**config.mk**
```make
export PLATFORM = sky130hd
export DESIGN_NAME = quotient_check_flat
export DESIGN_NICKNAME = d
export VERILOG_FILES = /design/src/rtl/quotient_check_if.sv /design/src/rtl/quotient_check.sv /design/src/flat_wrapper.sv
export SDC_FILE = /design/constraint.sdc
export NUM_CORES = 1
export LEC_CHECK = 0
export ABC_AREA = 1
export CAP_MARGIN = 15
export CORE_MARGIN = 8
export CORE_UTILIZATION = 35
export CTS_CLUSTER_DIAMETER = 120
export DETAILED_ROUTE_END_ITERATION = 8
export HOLD_SLACK_MARGIN = 0.06
export PLACE_DENSITY = 0.57
export SETUP_SLACK_MARGIN = 0.15
export SYNTH_ARGS = -nofsm -noshare
export SYNTH_HDL_FRONTEND = slang
export SYNTH_SLANG_ARGS = --single-unit
export TNS_END_PERCENT = 5
```
**constraint.sdc**
```tcl
create_clock -name clk -period 1.8 [get_ports clk]
set_input_delay 0.18 -clock clk [delete_from_list [all_inputs] [get_ports clk]]
set_output_delay 0.18 -clock clk [all_outputs]
set_load 0.005 [all_outputs]
```
**src/rtl/quotient_check_if.sv**
```systemverilog
// Handshake and operand/result bundle for the quotient back-multiply checker.
interface quotient_check_if #(
    parameter int unsigned WIDTH = 30
);
    logic             start;
    logic [WIDTH-1:0] quotient;
    logic [WIDTH-1:0] denominator;
    logic [WIDTH-1:0] numerator;
    logic             busy;
    logic             done;
    logic [WIDTH-1:0] qd;
    logic             rem_sign;
    logic             rem_zero;
    logic             ovf;

    modport master (
        output start, quotient, denominator, numerator,
        input  busy, done, qd, rem_sign, rem_zero, ovf
    );

    modport slave (
        input  start, quotient, denominator, numerator,
        output busy, done, qd, rem_sign, rem_zero, ovf
    );
endinterface

```
**src/rtl/quotient_check.sv**
```systemverilog
// Radix-2 shift-add back-multiplier: forms quotient*denominator exactly and
// compares it with the numerator to drive quotient rounding/correction.
module quotient_check #(
    parameter int unsigned WIDTH = 30
) (
    input  logic              clk,
    input  logic              reset,
    quotient_check_if.slave   bus
);
    localparam int unsigned PW    = 2 * WIDTH;
    localparam int unsigned CNT_W = $clog2(WIDTH) + 1;
    localparam int unsigned FRAC  = WIDTH - 2;

    typedef enum logic [1:0] {IDLE, MUL, CMP, DONE} state_t;

    state_t           state;
    logic [PW-1:0]    acc;
    logic [PW-1:0]    mcand;
    logic [WIDTH-1:0] mplier;
    logic [WIDTH-1:0] num_q;
    logic [CNT_W-1:0] cnt;

    logic             busy_q;
    logic             done_q;
    logic [WIDTH-1:0] qd_q;
    logic             rem_sign_q;
    logic             rem_zero_q;
    logic             ovf_q;

    // Numerator aligned to the product's binary point, compared at full width
    logic [PW-1:0]    target_c;
    assign target_c = {2'b00, num_q, {FRAC{1'b0}}};

    always_ff @(posedge clk or negedge reset) begin
        if (!reset) begin
            state      <= IDLE;
            acc        <= '0;
            mcand      <= '0;
            mplier     <= '0;
            num_q      <= '0;
            cnt        <= '0;
            busy_q     <= 1'b0;
            done_q     <= 1'b0;
            qd_q       <= '0;
            rem_sign_q <= 1'b0;
            rem_zero_q <= 1'b0;
            ovf_q      <= 1'b0;
        end else begin
            done_q <= 1'b0;
            unique case (state)
                // IDLE and DONE both accept a new request; done is a one-cycle pulse
                IDLE, DONE: begin
                    if (bus.start) begin
                        acc    <= '0;
                        mcand  <= PW'(bus.denominator);
                        mplier <= bus.quotient;
                        num_q  <= bus.numerator;
                        cnt    <= '0;
                        busy_q <= 1'b1;
                        state  <= MUL;
                    end else begin
                        state  <= IDLE;
                    end
                end
                MUL: begin
                    if (mplier[0]) begin
                        acc <= acc + mcand;
                    end
                    mplier <= mplier >> 1;
                    mcand  <= mcand << 1;
                    cnt    <= cnt + CNT_W'(1);
                    if (cnt == CNT_W'(WIDTH - 1)) begin
                        state <= CMP;
                    end
                end
                CMP: begin
                    qd_q       <= acc[PW-3:FRAC];
                    rem_sign_q <= (acc > target_c);
                    rem_zero_q <= (acc == target_c);
                    ovf_q      <= |acc[PW-1:PW-2];
                    busy_q     <= 1'b0;
                    done_q     <= 1'b1;
                    state      <= DONE;
                end
                default: state <= IDLE;
            endcase
        end
    end

    assign bus.busy     = busy_q;
    assign bus.done     = done_q;
    assign bus.qd       = qd_q;
    assign bus.rem_sign = rem_sign_q;
    assign bus.rem_zero = rem_zero_q;
    assign bus.ovf      = ovf_q;
endmodule
```
**src/flat_wrapper.sv**
```systemverilog
// flat-port wrapper written by rule: the top's interface ports become plain ports
module quotient_check_flat 
#(
    parameter int unsigned WIDTH = 30
)
  (clk, reset, bus_start, bus_quotient, bus_denominator, bus_numerator, bus_busy, bus_done, bus_qd, bus_rem_sign, bus_rem_zero, bus_ovf);
  quotient_check_if #(.WIDTH(WIDTH)) bus_i ();
  input  logic clk;
  input  logic reset;
  input wire logic [$bits(bus_i.start)-1:0] bus_start;
  input wire logic [$bits(bus_i.quotient)-1:0] bus_quotient;
  input wire logic [$bits(bus_i.denominator)-1:0] bus_denominator;
  input wire logic [$bits(bus_i.numerator)-1:0] bus_numerator;
  output wire logic [$bits(bus_i.busy)-1:0] bus_busy;
  output wire logic [$bits(bus_i.done)-1:0] bus_done;
  output wire logic [$bits(bus_i.qd)-1:0] bus_qd;
  output wire logic [$bits(bus_i.rem_sign)-1:0] bus_rem_sign;
  output wire logic [$bits(bus_i.rem_zero)-1:0] bus_rem_zero;
  output wire logic [$bits(bus_i.ovf)-1:0] bus_ovf;
  assign bus_i.start = bus_start;
  assign bus_i.quotient = bus_quotient;
  assign bus_i.denominator = bus_denominator;
  assign bus_i.numerator = bus_numerator;
  assign bus_busy = bus_i.busy;
  assign bus_done = bus_i.done;
  assign bus_qd = bus_i.qd;
  assign bus_rem_sign = bus_i.rem_sign;
  assign bus_rem_zero = bus_i.rem_zero;
  assign bus_ovf = bus_i.ovf;
  quotient_check #(.WIDTH(WIDTH)) u_core (.clk(clk), .reset(reset), .bus(bus_i));
endmodule
```
======== Word-level counts from Yosys, hierarchy flattened ========
Cells that the tools add are included.
storage, ports and cells
  flip-flop bits (word level) ............. 223
  bits of input ports ..................... 93
  output and inout bits ................... 35
cells by class
  add/sub/neg operators ................... 2
  magnitude comparators ................... 1
  equal/unequal tests ..................... 8
  mux-type cells .......................... 15
  reduce and logical (&&, ||, !) cells .... 9
operators by type and width
  operator                                               count
  case mux 60 bit (2 select lines)                       2
  2-to-1 mux 60 bit                                      3
  adder 60 bit                                           1
  == test 60 x 58 -> 1 bit                               1
  greater-than comparator 60 x 58 -> 1 bit               1
  case mux 30 bit (2 select lines)                       1
  2-to-1 mux 30 bit                                      1
  case mux 6 bit (2 select lines)                        1
  adder 6 x 1 -> 6 bit, second input constant            1
  == test 6 x 5 -> 1 bit, second input constant          1
  2-to-1 mux 6 bit                                       1
  case mux 2 bit (3 select lines)                        1
  AND reduction 2 bit                                    3
  == test 2 bit, second input constant                   2
  inequality test 2 x 1 -> 1 bit, second input constant  2
  nonzero test 2 bit                                     2
  OR reduction 2 bit                                     2
  2-to-1 mux 1 bit                                       3
  AND reduction 3 bit                                    1
  == test 2 x 1 -> 1 bit, second input constant          1
  zero test 2 bit                                        1
  2-to-1 mux 2 bit                                       1
  inequality test 2 bit, second input constant           1
  case mux 1 bit (2 select lines)                        1

======== Logic depth before layout (Yosys ltp) ========
Gate-level depths: netlist of run 1.
  depth after elaboration ................. 4
  depth in mapped cells ................... 14
  mapped depth without buffers ............ 14

======== Least setup slack after synthesis of run 1 ========
No wires, ideal clock.
  kind .................................... register -> register
  from .................................... reg u_core.mcand[0]
  to ...................................... reg u_core.acc[56]
  library setup time ...................... 0.117 ns
  arrival ................................. 1.787 ns
  data required time ...................... 1.683 ns
  setup slack ............................. -0.105 ns
  stages on the path, launching flop included .. 13
  path buffers ............................ 0
  cells stage by stage .................... dfrtp_1 -> ha_1 -> fa_1 -> nand2_1 -> nand3_1 -> nand3_1 -> nand2_1 -> nand2_1 -> nand3_2 -> nand3_1 -> nand3_1 -> nand3_1 -> nand2_1
on the way
  word-level cells in the longest chain between the ends .. 3
RTL lines
  item                              line                  source
  start: declaration                quotient_check.sv:18  logic [PW-1:0] mcand;
  start signal: assignment          quotient_check.sv:55  mcand <= PW'(bus.denominator);
  start signal: assignment          quotient_check.sv:70  mcand <= mcand << 1;
  adder 60 bit                      quotient_check.sv:67  acc <= acc + mcand;
  2-to-1 mux 60 bit                 quotient_check.sv:66  if (mplier[0]) begin
  case mux 60 bit (2 select lines)  quotient_check.sv:50  unique case (state)
  end signal: assignment            quotient_check.sv:67
  end: declaration                  quotient_check.sv:17  logic [PW-1:0] acc;
No other way between the ends. The select of a mux whose other input is x is not followed.
A chain may end at the register's enable or synchronous reset.

======== Worst setup path in the final report of run 1 ========
  from .................................... reg u_core.mcand[0]
  to ...................................... reg u_core.acc[36]
Same word-level chain as after synthesis.

==> results_dict.tcl, run 1 <==
set metrics [dict create \
    r2r_slack_ns -0.25 \
    die_area_mm2 0.0495 \
    multiInputGateArea_mm2 0.00945 \
    critPathLaunchType "flop" \
    place_inst 3034 \
    fin_crit_ns 2.05 \
    worst_ep_required_time_ns 2.27 \
    end_kind "flop" \
    drt_iter0_drc 812 \
    crit_buf_inv 1 \
    core_region_area_mm2 0.0420 \
    synth_fa_ha_area_share_pct 7.94 \
    grt_pass1_wl_mm 81.1 \
    synth_top_cell_by_area "dfrtp_1" \
    netlist.area_leader.share_pct 37.4 \
    port_buffers 127 \
    ios 128 \
    crit_chain "ha_4, fa_2, nand2_2, nand3_4, and2_4, nand2_2, nand3_2, buf_6, nand2_4, nand2_4, nand2_2, nand2_2, o21ai_2" \
    drv_slew 0 \
    cts.sinks 223 \
    wire_per_inst_um 16.4 \
    via_per_inst 4.78 \
    worst_pin_slew_ns 0.506 \
    ys.flop_type "dfrtp_1" \
    final_cells 3105 \
    h-tree-depth 1 \
    row_count 75 \
    cts_tree "yes" \
    setup_ws_ns -0.253 \
    placed_cell_area_mm2 0.0184 \
    grt_max_degree 70 \
    peakVddDrop_mv 0.835 \
    drive_gt1_share_pct 25.0 \
    ys_ff_latch 223 \
    cts_root_buffer "clkbuf_16" \
    setup_viol 53 \
    path_common_cell "nand2_2" \
    fp.dieW_um 222 \
    synth_fp_nets 2392 \
    vias 14834 \
    path_class "flop to flop" \
    worstPathMaxFanout 3 \
    regArea_mm2 0.00558 \
    crit_path_end "u_core.acc[36]$_DFFE_PN0P_" \
    cellPowerDensity_mw_per_mm2 1370 \
    finalWeightedCongestion 0.927 \
    avgSynthCellArea_um2 6.76 \
    drt-pass1-iter-count 7 \
    clk_pin_slew_ns 0.06 \
    die_y_um 222 \
    rsz0062_at_grt "true" \
    arrival_ns 2.52 \
    crit_cells 13 \
    async_reset_ff_share_pct 100 \
    finClkSkew_ns 0.0219 \
    synthMuxAreaShare_pct 0 \
    fill_cells 4214 \
    p_leak_nw 10.9 \
    synth_top_family_by_area "simple AND/OR/NAND/NOR gates" \
    grt.overflow.total 0 \
    cts_buffers 27 \
    max_freq_mhz 487 \
    violations "setup timing" \
    rr_worst_depth 13 \
    finish.utilization_pct 50.7 \
    ys_seq_area_share_pct 37.4 \
    startpoint "u_core.mcand[0]$_DFFE_PN0P_" \
    synth-compound-area-share_pct 12.1 \
    routed_wl_mm 50.9 \
    synthesis.area_mm2 0.0149 \
    drc 0 \
    nNetsFinal 2734 \
    grt_pass1_vias 15140 \
    syn_inst 2205 \
    grt_use_total_pct 20.2 \
    fin_area_mm2 0.0213 \
    synthDistinctLibCells 43 \
    relSlewSlack_pct 66.3 \
    outcome "complete, but fails checks" \
    antenna_cells 0 \
    critPathTopFamily "simple AND/OR/NAND/NOR gates" \
    r2r_start "u_core.mcand[0]$_DFFE_PN0P_" \
    synth_xor_area_share_pct 0.235 \
    synth_edf_count 0 \
    clkLatencyLatePin_ns 0.56 \
    worst_r2r_endpoint "u_core.acc[36]$_DFFE_PN0P_" \
    clock_path_buffers 3 \
    yosysMostFrequentCell "nand2_1" \
    synthSimpleGateAreaFrac_pct 30.9 \
    drv_cap 0 \
    place_hpwl_mm 39.7 \
    ant_nets 0 \
    yosys-top-cells-count "nand2_1, inv_1, dfrtp_1" \
    hold_violations 0 \
    crit_path_top_delay_cell "dfrtp_1" \
    area_growth_pct 43.0 \
    synth_area_leaders "dfrtp_1, nand2_1, inv_1" \
    critical-path-max-stage-delay_ns 0.41 \
    floorplan.initialDensity_pct 35.5 \
    hold_path_class "primary input to flop" \
    grt_antenna_before_repair 0 \
    ys_warn_count 0 \
    fin_crit_sh_pct 114 \
]
==> per-layer routing <==
| layer | share of wire [%] | GRT usage, % | wire [um] | up-vias |
|---|---|---|---|---|
| li1 | - | - | - | 7615 |
| met5 | 0 | 0 | 0 | - |
| met2 | 48 | 35.6 | 24700 | 268 |
| met3 | 3.7 | 2.77 | 1900 | 91 |
| met1 | 44 | 25.3 | 22500 | 6860 |
| met4 | 3.7 | 6.56 | 1860 | 0 |
==> worst min-delay path: stages <==
cell and delay (ns):
clkdlybuf4s50_1 0.39, nand2_1 0.06, a31oi_1 0.07
==> cell type report <==
type / count / area share (%)
clock buffer: 38 / 3.64
tap: 539 / 3.16
inverter: 383 / 6.77
sequential: 223 / 26.2
clock inverter: 10 / 0.563
multi-input combinational: 1543 / 44.3
timing repair buffer: 369 / 15.3
==> how the worst min path moves through the flow <==
stage | startpoint | endpoint | slack (ns) | depth (start not counted)
after floorplan | reset | u_core.acc[0]$_DFFE_PN0P_ | -0.12 | 0
after global placement | reset | u_core.mplier[13]$_DFFE_PN0P_ | 0.05 | 1
after detailed placement | reset | u_core.mplier[13]$_DFFE_PN0P_ | 0.05 | 1
after CTS | bus_quotient[6] | u_core.mplier[6]$_DFFE_PN0P_ | 0.15 | 3
after global routing | bus_quotient[4] | u_core.mplier[4]$_DFFE_PN0P_ | 0.18 | 3
final | bus_quotient[6] | u_core.mplier[6]$_DFFE_PN0P_ | 0.18 | 3
==> cell usage in the layout (no fill, tap or decap), types with 29 or more instances in the layout <==
cell	count
nand2_4	29
clkdlybuf4s50_1	124
o21ai_0	73
nand3_1	44
o21ai_1	37
a21oi_2	32
o211ai_1	31
nor2_2	36
nand2_2	98
ha_4	53
inv_1	365
nor2_1	108
nand2_1	722
dfrtp_1	220
ha_1	38
buf_4	222
a21oi_1	47
a31oi_1	30
==> through the flow <==
stage	total power, mW	setup WS (ns)	hold slack (ns)	setup TNS, ns
floorplan	15.3	-0.0106	-0.116	-0.0106
global placement	20.6	-0.634	0.0519	-16.10
detailed placement	20.9	-0.592	0.0537	-16.21
CTS	28.1	-0.278	0.152	-8.87
global route	31.4	-0.368	0.176	-14.75
finish	29.2	-0.253	0.185	-7.48
==> power by group <==
part           internal, mW  leakage (nW)  switching (mW)
clock network          3.29         0.437            2.24
logic                  6.61          7.61            9.37
registers              6.54          2.88            1.11
total                  16.4          10.9            12.7
==> kinds of logic after synthesis <==
kind of cell    after synthesis
buf+inv                     439
xor+xnor                      4
simple gates               1133
compound gates              312
flops                       223
fa+ha+maj                    94
==> timing repair <==
| action | 4_1_cts | 5_1_grt |
|---|---|---|
| gates resized for setup | 211 | 197 |
| buffers inserted | 3 | 18 |
| setup endpoints to repair | 144 | 174 |
| hold buffers | 2 | 0 |
| pin swaps | 32 | 63 |
| endpoints found under the hold margin | 223 | 0 |
| cloned | 0 | 0 |
==> registers in the layout (all words and copies together) (netlist names) <==
name,flops
u_core.bus.ovf,1
u_core.state,2
u_core.bus.qd,30
u_core.bus.done,1
u_core.cnt,6
u_core.mplier,30
u_core.bus.rem_sign,1
u_core.bus.busy,1
u_core.bus.rem_zero,1
u_core.num_q,30
u_core.acc,60
u_core.mcand,60
Note: power is estimated with default switching activity, not from simulation.
==> inputs of run 2 (changes only) <==
--- a/config.mk
+++ b/config.mk
@@ -13,7 +13,6 @@
 export DETAILED_ROUTE_END_ITERATION = 8
 export HOLD_SLACK_MARGIN = 0.06
 export PLACE_DENSITY = 0.57
-export SETUP_SLACK_MARGIN = 0.15
 export SYNTH_ARGS = -nofsm -noshare
 export SYNTH_HDL_FRONTEND = slang
 export SYNTH_SLANG_ARGS = --single-unit
==> run 2 against run 1 <==
  * The run still ends with setup timing left
  * Cell count up 0.61%
  * Register-to-register slack worse by 0.03 ns
  * Clock power increased by 6.5%
  * Hold slack worse by 0.00070 ns
  * Highest routed layer unchanged
  * Utilization up 0.85 points
  * Flip-flop and latch count unchanged
  * Critical endpoint unchanged
  * Largest cell class unchanged
  * Via count is 1.1% higher
  * Combinational power grew 4%
  * Maximum frequency fell by 1.5%
==> results_dict.tcl, run 2 (synthesis results as in run 1) <==
set metrics [dict create \
    drc 0 \
    min_path_cells 3 \
    antenna_cells 0 \
    grt_pass1_vias 15591 \
    drt-pass1-iter-count 6 \
    clkLatencyLatePin_ns 0.57 \
    wire_per_inst_um 16.6 \
    peakVddDrop_mv 1.30 \
    worstPathMaxFanout 4 \
    final_cell_mix "nand2_1, inv_1, buf_4" \
    ant_nets 0 \
    whs_ns 0.184 \
    grt.overflow.total 0 \
    multiInputGateArea_mm2 0.00953 \
    die_y_um 222 \
    grt_antenna_before_repair 0 \
    regArea_mm2 0.00559 \
    rr_worst_depth 12 \
    drive_gt1_share_pct 25.6 \
    p_total_mw 30.2 \
    ios 128 \
    grt_use_total_pct 20.8 \
    p_leak_nw 11.2 \
    vias 15001 \
    min-delay-start "bus_quotient[25]" \
    placed_cell_area_mm2 0.0185 \
    violations "setup timing" \
    cts_tree "yes" \
    arrival_ns 2.57 \
    hold_path_class "primary input to flop" \
    outcome "complete, but fails checks" \
    relSlewSlack_pct 50.9 \
    final_common_cell "nand2_1" \
    die_area_mm2 0.0495 \
    critPathLaunchType "flop" \
    finish.utilization_pct 51.6 \
    clock_path_buffers 3 \
    setup_ws_ns -0.284 \
    end_kind "flop" \
    grt_pass1_wl_mm 83.6 \
    final_cells 3124 \
    fin_crit_ns 2.08 \
    cts_buffers 28 \
    drt_iter0_drc 931 \
    setup_viol 54 \
    hold_violations 0 \
    tns_ns -8.68 \
    path_class "flop to flop" \
    whs_endpoint "u_core.mplier[25]$_DFFE_PN0P_" \
    drv_slew 0 \
    place_inst 3041 \
    finalWeightedCongestion 0.959 \
    h-tree-depth 1 \
    worst_pin_slew_ns 0.734 \
    r2r_start "u_core.mcand[0]$_DFFE_PN0P_" \
    cts.sinks 223 \
    fin_crit_sh_pct 116 \
    reg_top3 "u_core.acc x60, u_core.mcand x60" \
    place_hpwl_mm 40.1 \
    area_growth_pct 45.4 \
    core_region_area_mm2 0.0420 \
    finClkSkew_ns 0.0139 \
    worst_ep_required_time_ns 2.29 \
    grt_max_degree 66 \
    via_per_inst 4.80 \
    port_buffers 127 \
    max_freq_mhz 480 \
    floorplan.initialDensity_pct 35.5 \
    routed_wl_mm 51.9 \
    r2r_slack_ns -0.28 \
    cts_root_buffer "clkbuf_16" \
    dpl_worst_slack_ns -0.606 \
    nNetsFinal 2753 \
    row_count 75 \
    cellPowerDensity_mw_per_mm2 1390 \
    fp.dieW_um 222 \
    fill_cells 4159 \
    rsz0062_at_grt "true" \
    worst_r2r_endpoint "u_core.acc[36]$_DFFE_PN0P_" \
    clk_pin_slew_ns 0.06 \
    fin_area_mm2 0.0217 \
    drv_cap 0 \
]
-- run 2: changes by cell type in the layout (fill, tap and decap cells not counted), sizes merged --
cell | previous run | this run
clkinv | 6 | 5
buf | 242 | 259
dlygate4sd3 | 1 | 2
clkinvlp | 2 | 1
clkdlybuf4s50 | 124 | 126
bufinv | 2 | 3
clkbuf | 38 | 40
dlymetal6s2s | 2 | 0
-- run 2: report_power, final --
group          leakage (nW)  internal, mW  switching [mW]
clock network         0.469          3.60            2.31
logic                  7.82          7.02            9.56
registers              2.88          6.54            1.13
-- run 2: how the worst max path moves through the flow --
stage | from | slack [ns] | to | cells after the start
3_3_place_gp | u_core.acc[53]$_DFFE_PN0P_ | -0.62 | u_core.acc[54]$_DFFE_PN0P_ | 10
5_1_grt | u_core.mcand[0]$_DFFE_PN0P_ | -0.35 | u_core.acc[36]$_DFFE_PN0P_ | 12
2_1_floorplan | u_core.mcand[0]$_DFFE_PN0P_ | -0.04 | u_core.acc[56]$_DFFE_PN0P_ | 12
6_report | u_core.mcand[0]$_DFFE_PN0P_ | -0.28 | u_core.acc[36]$_DFFE_PN0P_ | 12
4_1_cts | u_core.acc[0]$_DFFE_PN0P_ | -0.21 | u_core.acc[36]$_DFFE_PN0P_ | 12
3_5_place_dp | u_core.mcand[0]$_DFFE_PN0P_ | -0.61 | u_core.acc[40]$_DFFE_PN0P_ | 13
-- run 2: worst max-delay path, cell delays in order, from the launching register on --
cell and delay [ns]:
dfrtp_1 0.42, ha_4 0.19, fa_2 0.38, nand2_2 0.10
nand3_4 0.09, and2_4 0.17, nand2_4 0.08, nand3_4 0.17
nand2_4 0.11, nand2_4 0.06, nand2_1 0.06, nand2_1 0.06
o21ai_1 0.11
-- run 2: final cells by class --
| cell class | instances | area share, % |
|---|---|---|
| multi-input combinational | 1543 | 43.9 |
| sequential | 223 | 25.8 |
| timing repair buffer | 387 | 16.1 |
| inverter | 383 | 6.69 |
| clock buffer | 40 | 3.81 |
| tap | 539 | 3.11 |
| clock inverter | 9 | 0.583 |
-- run 2: timing repair --
| item | CTS | global route |
|---|---|---|
| hold buffers | 2 | 0 |
| pin swaps | 80 | 56 |
| setup endpoints to repair | 66 | 155 |
| resized for setup | 323 | 117 |
| endpoints found under the hold margin | 223 | 0 |
| buffers inserted | 23 | 9 |
-- run 2: per-layer routing --
| layer | GRT usage, % | wire (um) |
|---|---|---|
| met3 | 3.08 | 2120 |
| met1 | 26.2 | 22900 |
| met4 | 6.92 | 1820 |
| met5 | 0 | 0 |
| met2 | 36.3 | 25000 |
